==> config.mk <==
export PLATFORM = sky130hd
export DESIGN_NAME = eq_cmp_ctrl
export DESIGN_NICKNAME = d
export VERILOG_FILES = /design/src/rtl/eq_cmp_pkg.sv /design/src/rtl/eq_cmp_ctrl_btn_pulse.sv /design/src/rtl/eq_cmp_ctrl.sv
export SDC_FILE = /design/constraint.sdc
export NUM_CORES = 1
export LEC_CHECK = 0
export BUFFER_PORTS_ARGS = -buffer_cell sky130_fd_sc_hd__buf_2
export CAP_MARGIN = 30
export CORE_MARGIN = 1.5
export CORE_UTILIZATION = 48
export CTS_CLUSTER_DIAMETER = 60
export CTS_CLUSTER_SIZE = 8
export DETAILED_ROUTE_END_ITERATION = 7
export PLACE_DENSITY_LB_ADDON = 0.08
export SETUP_SLACK_MARGIN = 0.3
export SLEW_MARGIN = 20
export SYNTH_ARGS = -nofsm -noshare
export SYNTH_HDL_FRONTEND = slang
export SYNTH_HIERARCHICAL = 1
export SYNTH_SLANG_ARGS = --single-unit
==> constraint.sdc <==
create_clock -name clk -period 1.6 [get_ports clk]
set_input_delay 0.32 -clock clk [delete_from_list [all_inputs] [get_ports clk]]
set_output_delay 0.32 -clock clk [all_outputs]
set_load 0.02 [all_outputs]
==> src/rtl/eq_cmp_pkg.sv <==
// Shared types and constants for the equality-compare sequencer.
// The EQ_DEBOUNCE_EN macro (button debounce filter) is consumed by btn_pulse.
package eq_cmp_pkg;

  typedef enum logic [1:0] {
    IDLE     = 2'd0,
    A_LOADED = 2'd1,
    COMPARE  = 2'd2,
    SHOW     = 2'd3
  } state_t;

  // Bit positions of the two board buttons on the btn bus
  localparam int BTN_LOAD  = 0;
  localparam int BTN_CLEAR = 1;

endpackage

==> src/rtl/eq_cmp_ctrl_btn_pulse.sv <==
// btn_pulse: one board button -> one-cycle strobe per press.
// Two-flop synchronizer, optional stability filter (EQ_DEBOUNCE_EN),
// then rising-edge detect. A held button produces exactly one pulse.
module btn_pulse #(
  parameter int DB_CYCLES = 16
) (
  input  logic clk,
  input  logic reset_n,
  input  logic btn,
  output logic pulse
);

`ifdef EQ_DEBOUNCE_EN
  localparam bit DB_EN = 1'b1;
`else
  localparam bit DB_EN = 1'b0;
`endif

  logic sync1_reg;
  logic sync2_reg;
  logic level;
  logic level_d_reg;

  // Bring the asynchronous button level into the clk domain
  always_ff @(posedge clk or negedge reset_n) begin
    if (!reset_n) begin
      sync1_reg <= 1'b0;
      sync2_reg <= 1'b0;
    end else begin
      sync1_reg <= btn;
      sync2_reg <= sync1_reg;
    end
  end

  generate
    if (DB_EN) begin : g_db
      localparam int DB_W = $clog2(DB_CYCLES + 1);
      logic [DB_W-1:0] db_cnt_reg;
      logic            filt_reg;

      // Accept a new level only after it has been seen DB_CYCLES cycles in a row
      always_ff @(posedge clk or negedge reset_n) begin
        if (!reset_n) begin
          db_cnt_reg <= '0;
          filt_reg   <= 1'b0;
        end else if (sync2_reg == filt_reg) begin
          db_cnt_reg <= '0;
        end else if (db_cnt_reg == DB_W'(DB_CYCLES - 1)) begin
          db_cnt_reg <= '0;
          filt_reg   <= sync2_reg;
        end else begin
          db_cnt_reg <= db_cnt_reg + 1'b1;
        end
      end

      assign level = filt_reg;
    end else begin : g_nodb
      assign level = sync2_reg;
    end
  endgenerate

  // Remember the previous clean level for edge detection
  always_ff @(posedge clk or negedge reset_n) begin
    if (!reset_n) level_d_reg <= 1'b0;
    else          level_d_reg <= level;
  end

  assign pulse = level & ~level_d_reg;

endmodule

==> src/rtl/eq_cmp_ctrl.sv <==
// eq_cmp_ctrl: sequencer for the 4-bit equality comparator.
// Steps operand A then B from the switches into the comparator, samples its
// equal flag, holds the result and keeps saturating compare/match counters.
// Build option: EQ_DEBOUNCE_EN adds a DB_CYCLES button filter in btn_pulse.
module eq_cmp_ctrl
  import eq_cmp_pkg::*;
#(
  parameter int WIDTH     = 4,
  parameter int CNT_W     = 8,
  parameter int DB_CYCLES = 16
) (
  input  logic             clk,
  input  logic             reset_n,
  input  logic [WIDTH-1:0] sw,
  input  logic [1:0]       btn,
  input  logic             eq_in,
  output logic [WIDTH-1:0] op_data,
  output logic             load_a,
  output logic             load_b,
  output logic             result_valid,
  output logic             match,
  output logic [CNT_W-1:0] compare_cnt,
  output logic [CNT_W-1:0] match_cnt
);

  localparam logic [CNT_W-1:0] CNT_MAX = '1;

  logic [1:0] pulse_vec;
  logic       ld_p;
  logic       clr_p;

  genvar gi;
  generate
    for (gi = 0; gi < 2; gi++) begin : g_btn
      btn_pulse #(.DB_CYCLES(DB_CYCLES)) u_btn_pulse (
        .clk     (clk),
        .reset_n (reset_n),
        .btn     (btn[gi]),
        .pulse   (pulse_vec[gi])
      );
    end
  endgenerate

  assign ld_p  = pulse_vec[BTN_LOAD];
  assign clr_p = pulse_vec[BTN_CLEAR];

  state_t           state_reg, state_next;
  logic [WIDTH-1:0] op_data_reg, op_data_next;
  logic             load_a_reg, load_a_next;
  logic             load_b_reg, load_b_next;
  logic             result_valid_reg, result_valid_next;
  logic             match_reg, match_next;
  logic [CNT_W-1:0] compare_cnt_reg, compare_cnt_next;
  logic [CNT_W-1:0] match_cnt_reg, match_cnt_next;

  // State and every output are registered together
  always_ff @(posedge clk or negedge reset_n) begin
    if (!reset_n) begin
      state_reg        <= IDLE;
      op_data_reg      <= '0;
      load_a_reg       <= 1'b0;
      load_b_reg       <= 1'b0;
      result_valid_reg <= 1'b0;
      match_reg        <= 1'b0;
      compare_cnt_reg  <= '0;
      match_cnt_reg    <= '0;
    end else begin
      state_reg        <= state_next;
      op_data_reg      <= op_data_next;
      load_a_reg       <= load_a_next;
      load_b_reg       <= load_b_next;
      result_valid_reg <= result_valid_next;
      match_reg        <= match_next;
      compare_cnt_reg  <= compare_cnt_next;
      match_cnt_reg    <= match_cnt_next;
    end
  end

  // Next state and next outputs; CLEAR takes priority over LOAD
  always_comb begin
    state_next        = state_reg;
    op_data_next      = '0;
    load_a_next       = 1'b0;
    load_b_next       = 1'b0;
    result_valid_next = result_valid_reg;
    match_next        = match_reg;
    compare_cnt_next  = compare_cnt_reg;
    match_cnt_next    = match_cnt_reg;

    if (clr_p) begin
      if (state_reg == IDLE) begin
        compare_cnt_next = '0;
        match_cnt_next   = '0;
      end else begin
        // Abort: any in-flight compare is dropped, counters are kept
        state_next        = IDLE;
        result_valid_next = 1'b0;
        match_next        = 1'b0;
      end
    end else begin
      case (state_reg)
        IDLE: begin
          if (ld_p) begin
            load_a_next  = 1'b1;
            op_data_next = sw;
            state_next   = A_LOADED;
          end
        end
        A_LOADED: begin
          // The comparator captures B at the edge ending the load_b cycle,
          // so eq_in is only meaningful one cycle later in COMPARE.
          if (load_b_reg) begin
            state_next = COMPARE;
          end else if (ld_p) begin
            load_b_next  = 1'b1;
            op_data_next = sw;
          end
        end
        COMPARE: begin
          match_next        = eq_in;
          result_valid_next = 1'b1;
          if (compare_cnt_reg != CNT_MAX) compare_cnt_next = compare_cnt_reg + 1'b1;
          if (eq_in && (match_cnt_reg != CNT_MAX)) match_cnt_next = match_cnt_reg + 1'b1;
          state_next = SHOW;
        end
        SHOW: begin
          if (ld_p) begin
            result_valid_next = 1'b0;
            load_a_next       = 1'b1;
            op_data_next      = sw;
            state_next        = A_LOADED;
          end
        end
        default: state_next = IDLE;
      endcase
    end
  end

  assign op_data      = op_data_reg;
  assign load_a       = load_a_reg;
  assign load_b       = load_b_reg;
  assign result_valid = result_valid_reg;
  assign match        = match_reg;
  assign compare_cnt  = compare_cnt_reg;
  assign match_cnt    = match_cnt_reg;

endmodule

# Word-level counts from Yosys, hierarchy flattened
# Cells that the tools add are included.
# W data, S select, Z words.
# classes
n_reduce_logical,12
n_eq_ne,10
addsub,2
bitwise,4
muxes,28
# ops
operator,n
$mux W8,7
$add A8 B1 Y8 const B,2
$ne A8 B8 Y1 const B,2
$mux W4,3
$reduce_and A3 Y1,4
$mux W1,11
$mux W2,4
$pmux W4 S2,1
$pmux W2 S3,1
$reduce_bool A2 Y1,3
$eq A2 B2 Y1 const B,2
$ne A3 B1 Y1 const B,1
$ne A3 B2 Y1 const B,1
$ne A3 B3 Y1 const B,1
$reduce_bool A3 Y1,1
$and A1 B1 Y1,2
$eq A2 B1 Y1 const B,1
$logic_not A2 Y1,1
$ne A2 B1 Y1 const B,1
$ne A2 B2 Y1 const B,1
$not A1 Y1,2
$pmux W1 S2,1
$reduce_and A2 Y1,1
$reduce_or A2 Y1,1
$logic_and A1 B1 Y1,1
# word_totals
word_cells,70
out_inout_bits,24
register_bits,32
in_bits,9

# Logic depth before layout (Yosys ltp)
# Gate-level depths: netlist of run 1.
# depth
ltp_word,6
mapped_depth,7

# By module
# Netlist of run 1, hierarchy kept.
# by_module_without_submodules
module,area_each_um2,seq_area_each_um2,cells_per_inst,instances
eq_cmp_ctrl,1365.1,650.6,140,1
btn_pulse,88.8,75.1,4,2

# Worst setup path after synthesis of run 1
# No wires, ideal clock.
# synth_timing
path_kind,register to register
from,register match_cnt_reg[0] (netlist: match_cnt[0])
to,register match_cnt_reg[3] (netlist: match_cnt[3])
n_path_buf,0
stages_incl_launch_ff,6
t_arrival_ns,1.655
synth_period_minus_slack_ns,1.779
setup_ns,0.124
setup_slack_ns,-0.179
t_required_ns,1.476
path_cell_list,dfrtp_1 -> ha_1 -> nand3_2 -> o311a_1 -> and3_1 -> a211o_1
# synth_between
elab_chain_cells,4
word_cells_on_any_way,8
cone_classes,add/sub (1); eq/ne (1); mux (3); reduce/logical (3)
# synth_rtl
item,line_no,source
"start, declared",eq_cmp_ctrl.sv:54,"logic [CNT_W-1:0] match_cnt_reg, match_cnt_next;"
"start signal, assigned",eq_cmp_ctrl.sv:75,match_cnt_reg <= match_cnt_next;
$add A8 B1 Y8 or $ne A8 B8 Y1 (tied branches),eq_cmp_ctrl.sv:123,if (eq_in && (match_cnt_reg != CNT_MAX)) match_cnt_next = match_cnt_reg + 1'b1;
$mux W8 or $logic_and A1 B1 Y1 (tied branches),eq_cmp_ctrl.sv:123,
$mux W8 or $reduce_bool A2 Y1 (tied branches),--,
$mux W8 or $reduce_and A3 Y1 (tied branches),--,
# Several ways; a longest one is shown, not always the timed one. The select of a mux whose other input is x is not followed.
# A chain may end at the register's enable or synchronous reset.

# Worst setup path after layout of run 1
# layout_timing
from,register match_cnt_reg[0] (netlist: match_cnt[0])
to,register match_cnt_reg[0] (netlist: match_cnt[0])
# The elaborated chain is that of the path after synthesis.

==> flow_summary.toml, run 1 <==
[layout]
final_nets = 264
num_antenna_cells = 0
stdcell_count = 293
nFillCells = 144
final_util_pct = 89.1
syn2layout_area_growth_pct = 76.3
drive_gt1_share_pct = 59.0

[global_route]
grt_antenna_before_repair = 0
track_usage_pct = 26.9
grt_pass1_wl_um = 6960
grt_pass1_vias = 1561
grt_max_degree = 14
grt_overflow = 0

[yosys]
ys_warn_count = 6
synthSimpleGateAreaFrac_pct = 22.8
synth_cell_types = 38
netlist.area_leader.share_pct = 51.9
synth_top_family_by_area = "simple AND/OR/NAND/NOR gates"
synth_area_mm2 = 0.00154
synthXorXnorAreaFrac_pct = 1.14
ys_seq_area_share_pct = 51.9
synth_mux_area_share_pct = 0
synth_top_cell_by_area = "dfrtp_1"
synth_fa_ha_area_share_pct = 5.68
synth_area_leaders = "dfrtp_1 (52%), ha_1 (5.7%), o21ai_0 (4.5%)"
synth_cells = 148
synth-seq-cells = 32
synth-compound-area-share_pct = 16.5
synthesis.nets = 164
syn_area_per_cell_um2 = 10.4

[worst_setup_path]
slowest_stage = "dfrtp_2"
rr_worst_depth = 8
crit_start = "match_cnt[0]"
reg2reg_slack_ps = -160
critPathLaunchType = "register"
worstPathMaxFanout = 4
end_kind = "register"
r2r-start = "match_cnt[0]"
slowest_delay_ps = 420
crit_end = "match_cnt[0]"
critPathRequiredTime_ps = 1880
cp_cell_sequence = "ha_4, nand3_4, o311ai_4, buf_2, buf_4, buf_6, nand3_2, o21ai_1"
arrival_ps = 2030
critPathKind = "reg2reg"
r2r-end = "match_cnt[0]"

[route]
ant_nets = 0
drt_pre_antenna_iters = 4
num_vias = 1672
routed_wl_um = 5580
drc = 0
wire_per_inst_um = 19.1
drtIter0Drc = 143
viasPerCell = 5.71

[timing]
clock_skew_ps = 21.4
setup_violations = 9
relSlewSlack_pct = 74.8
finalHoldViolations = 0
layout_worst_path_cycle_share_pct = 110
worst_slack_ps = -157
tightest_slew_ps = 376
tns_ps = -781
fmax_mhz = 569
fin_crit_ps = 1760
rsz0062_at_grt = "true"
slew_viol_final = 0

[cts]
clk_pin_slew_ps = 100
clockRootBuffer = "clkbuf_4"
clk_latency_ps = 370
cts.sink_count = 32
clockBufferDepth = 2
numCtsBuffers = 5
cts_tree = "yes"
cts-htree-levels = 2

[power]
vdd_drop_max_mv = 1.34
p_clk_share_pct = 15.9
power_frac_comb_pct = 55.7
p_leak_nw = 1.31
p_switching_mw = 1.60
netSwitchingFraction_pct = 39.6
power_density_mw_per_mm2 = 1480
intPower_mw = 2.43
p_seq_share_pct = 28.4

[placement]
dp_hpwl_um = 2550
gp_congestion = 0.861
numPortBuffers = 32
dpl.cell_count = 245
dp_slack_ps = -62.6

[outcome]
outcome = "complete, but fails checks"
failed_checks = "negative setup slack"

[flow_run]
drv_cap = 0

[floorplan]
fp.dieH_um = 59.7
core_area_mm2 = 0.00305
rows = 20
die_w_um = 59.7
ios = 33
start_util_pct = 50.5
die_area_mm2 = 0.00356

[min_path]
hold_path.class = "in2reg"
-- worst max-delay path, delay by kind of cell, from the launching register on --
kind / cells / cell delay [ps]
AO/OA/AOI/OAI: 2 / 500
adder cells (fa/ha/maj): 1 / 160
buffers and inverters: 3 / 430
flip-flops: 1 / 420
AND/OR/NAND/NOR: 2 / 170
-- cells in the mapped netlist (all sizes together) --
| master | instances |
|---|---|
| nand2b | 3 |
| and2b | 1 |
| dfrtp | 32 |
| o211ai | 1 |
| or3 | 4 |
| nor2b | 4 |
| nor2 | 6 |
| a21o | 3 |
| xnor2 | 1 |
| a221o | 1 |
| and2 | 4 |
| or4 | 1 |
| nand3 | 13 |
| buf | 1 |
| and3 | 4 |
| a211o | 4 |
| a21oi | 7 |
| nand3b | 1 |
| o21ai | 15 |
| a2bb2oi | 1 |
| o311ai | 1 |
| ha | 7 |
| nand2 | 11 |
| xor2 | 1 |
| o22ai | 1 |
| clkbuf | 1 |
| nor3b | 4 |
| nand4 | 1 |
| o31ai | 1 |
| nor3 | 5 |
| a31oi | 1 |
| a21boi | 1 |
| o311a | 1 |
| inv | 5 |
-- logic make-up (layout without fill, tap and decap cells) --
group           count (synthesis)  in the layout
buf+inv                         7            108
compound gates                 38             38
flops                          32             32
simple gates                   62             62
fa+ha+maj                       7              7
xor+xnor                        2              2
-- metrics by stage --
stage | hold WS, ps | power, mW | instance area [um^2]
global placement | 205 | 2.26 | 2000
CTS | 69.0 | 3.41 | 2470
finish | 70.0 | 4.03 | 2720
detailed placement | 203 | 2.30 | 2000
global route | 51.2 | 4.17 | 2720
floorplan | 24.4 | 1.86 | 1630
-- routing by layer --
metal | GRT usage [%] | share of wire, %
met1 | 32.2 | 39
met2 | 44.3 | 51
met3 | 4.98 | 6.1
met4 | 16.8 | 3.8
met5 | 0 | 0
-- cell type report --
class / instances / area, um^2 / area share [%]
inverters: 5 / 21.3 / 0.782
clock buffers: 6 / 41.3 / 1.52
multi-input cells: 109 / 977 / 35.9
repair buffers: 95 / 782 / 28.7
well taps: 44 / 55.1 / 2.02
flip-flops and latches: 32 / 808 / 29.7
clock inverters: 2 / 35.0 / 1.29
-- worst min path at each step --
stage / start / end / depth (start not counted)
final: btn[0] / g_btn[0].u_btn_pulse/sync1_reg / 1
after global routing: btn[1] / g_btn[1].u_btn_pulse/sync1_reg / 1
after CTS: btn[1] / g_btn[1].u_btn_pulse/sync1_reg / 1
after detailed placement: reset_n / compare_cnt[3] / 1
after global placement: reset_n / compare_cnt[3] / 1
after floorplan: reset_n / compare_cnt[0] / 0
-- cells in the final DEF, fill, tap and decap left out, types with 5 or more instances in the layout --
| cell | count |
|---|---|
| clkbuf_4 | 5 |
| o21ai_0 | 9 |
| a21oi_1 | 5 |
| dfrtp_2 | 6 |
| nand3_1 | 9 |
| buf_2 | 23 |
| buf_4 | 39 |
| buf_6 | 31 |
| dfrtp_1 | 26 |
| nand2_1 | 8 |
-- power groups by stage --
stage	clock network, mW	registers, mW	logic, mW
after floorplan	0	1.31	0.551
final	0.639	1.15	2.24
after detailed placement	0	1.14	1.16
after global placement	0	1.13	1.13
after global routing	0.670	1.16	2.34
after CTS	0.633	1.12	1.66
-- what timing repair did --
action,4_1_cts,5_1_grt
setup buffers,26,13
pin swaps,12,12
gates resized for setup,54,30
setup endpoints to repair,34,34
endpoints found under the hold margin,9,0
gates cloned,0,0
hold buffers,1,0
Power figures use the tool's default switching activity.
==> run 2, diff against run 1 <==
- TNS_END_PERCENT: not set -> 30
==> run 2 against run 1 <==
The run still ends with negative setup slack left. First-iteration DRC count fell by 41%. Utilization is 9.9 points lower. Non-clock buffer count is 26 lower. Via count is 12% lower. Clock skew shrank 3.8 ps. Critical path depth shrank 2. Cell count shrank 8.9%. Register-to-register slack improved by 100 ps. Maximum frequency rose by 6.3%. Worst setup slack better by 100 ps. Final area down 11%. Die area is the same.
==> flow_summary.toml, run 2 (synthesized netlist as in run 1, its figures left out) <==
[outcome]
outcome = "complete, but fails checks"
failed_checks = "negative setup slack"

[placement]
dp_hpwl_um = 2540
dp_slack_ps = -25.5
gp_congestion = 0.831
dpl.cell_count = 243
numPortBuffers = 32

[cts]
numCtsBuffers = 5
clk_latency_ps = 360
clk_pin_slew_ps = 90
cts.sink_count = 32
cts-htree-levels = 2
clockRootBuffer = "clkbuf_4"
cts_tree = "yes"
clockBufferDepth = 2

[route]
routed_wl_um = 3960
viasPerCell = 5.52
drc = 0
num_vias = 1475
ant_nets = 0
drtIter0Drc = 85
wire_per_inst_um = 14.8
drt_pre_antenna_iters = 6

[power]
total_power_mw = 3.52
vdd_drop_max_mv = 0.891
p_leak_nw = 1.15
power_density_mw_per_mm2 = 1450

[floorplan]
fp.dieH_um = 59.7
die_area_mm2 = 0.00356
ios = 33
die_w_um = 59.7
core_area_mm2 = 0.00305
start_util_pct = 50.5
rows = 20

[worst_setup_path]
worstPathMaxFanout = 8
end_kind = "register"
critPathLaunchType = "register"
critPathKind = "reg2reg"
arrival_ps = 1890
critPathRequiredTime_ps = 1840

[timing]
setup_violations = 4
tightest_slew_ps = 491
rsz0062_at_grt = "true"
worst_slack_ps = -52.8
slew_viol_final = 0
finalHoldViolations = 0
tns_ps = -125
holdWs_ps = 72.6
fmax_mhz = 605
fin_crit_ps = 1650
layout_worst_path_cycle_share_pct = 103
relSlewSlack_pct = 67.2
clock_skew_ps = 17.6

[global_route]
grt_overflow = 0
grt_pass1_vias = 1339
track_usage_pct = 23.1
grt_pass1_wl_um = 5940
grt_antenna_before_repair = 0
grt_max_degree = 14

[flow_run]
drv_cap = 0

[layout]
final_cell_mix = "buf_4 (33), dfrtp_1 (22), buf_6 (18), buf_2 (17), dfrtp_2 (10)"
multiInputGateArea_um2 = 891
nFillCells = 212
final_nets = 238
layout.area.seq_um2 = 813
drive_gt1_share_pct = 53.8
stdcell_count = 267
num_antenna_cells = 0
syn2layout_area_growth_pct = 56.8
layout_commonest_cell = "buf_4"

[min_path]
hold_path.class = "in2reg"
-- run 2: changes by cell type in the layout (fill, tap and decap cells not counted), moves of 3 or more --
cell     change
buf_6       -13
buf_2        -6
buf_4        -6
a21oi_2      +4
dfrtp_1      -4
dfrtp_2      +4
a21oi_1      -3
o21ai_0      -3
o21ai_1      +3
-- run 2: per-stage QoR --
step	instance area, um^2	util [%]
after floorplan	1610	-
after global placement	1970	64.6
after detailed placement	1970	64.6
after CTS	2220	72.7
after global routing	2420	79.2
final	2420	79.2
-- run 2: worst max-delay path, stage by stage (launching register included) --
cell and delay (ps):
dfrtp_2 400, ha_4 150, nand3_4 90, o311ai_4 490
buf_4 220, a21oi_2 30, a21o_1 150
-- run 2: layout make-up --
type	count	share of cell area, %
clock buffer	7	2.69
tap	44	2.28
sequential	32	33.6
clock inverter	1	1.24
inverter	5	0.776
multi-input combinational	109	36.8
timing repair buffer	69	22.6
-- run 2: final timing paths --
kind,from,to,slack (ps),cells after the start
max,match_cnt[1],match_cnt[6],-50,6
min,btn[1],g_btn[1].u_btn_pulse/sync1_reg,70,1
max reg2reg,match_cnt[1],match_cnt[6],-50,6
min reg2reg,g_btn[1].u_btn_pulse/sync1_reg,g_btn[1].u_btn_pulse/level,360,0
max in group asynchronous,reset_n,compare_cnt[4],770,3
min in group asynchronous,reset_n,compare_cnt[0],360,2
-- run 2: power by group --
| part | internal (mW) | total, mW | switching, mW |
|---|---|---|---|
| logic | 0.866 | 1.66 | 0.796 |
| clock network | 0.414 | 0.698 | 0.284 |
| registers | 0.974 | 1.16 | 0.181 |
-- run 2: timing repair --
action                                  4_1_cts  5_1_grt
hold endpoints to repair                     10        0
hold buffers                                  1        0
resized for setup                            32       42
pin swaps                                     7       17
endpoints found under the setup margin       31       39
buffers inserted                              6        9
-- run 2: metal layers --
metal	up-vias	global-route usage (%)	share of wire [%]
li1	685	-	-
met1	723	26.0	42
met2	53	38.7	50
met3	14	9.52	5.5
met4	0	9.21	2.2
met5	-	0	0
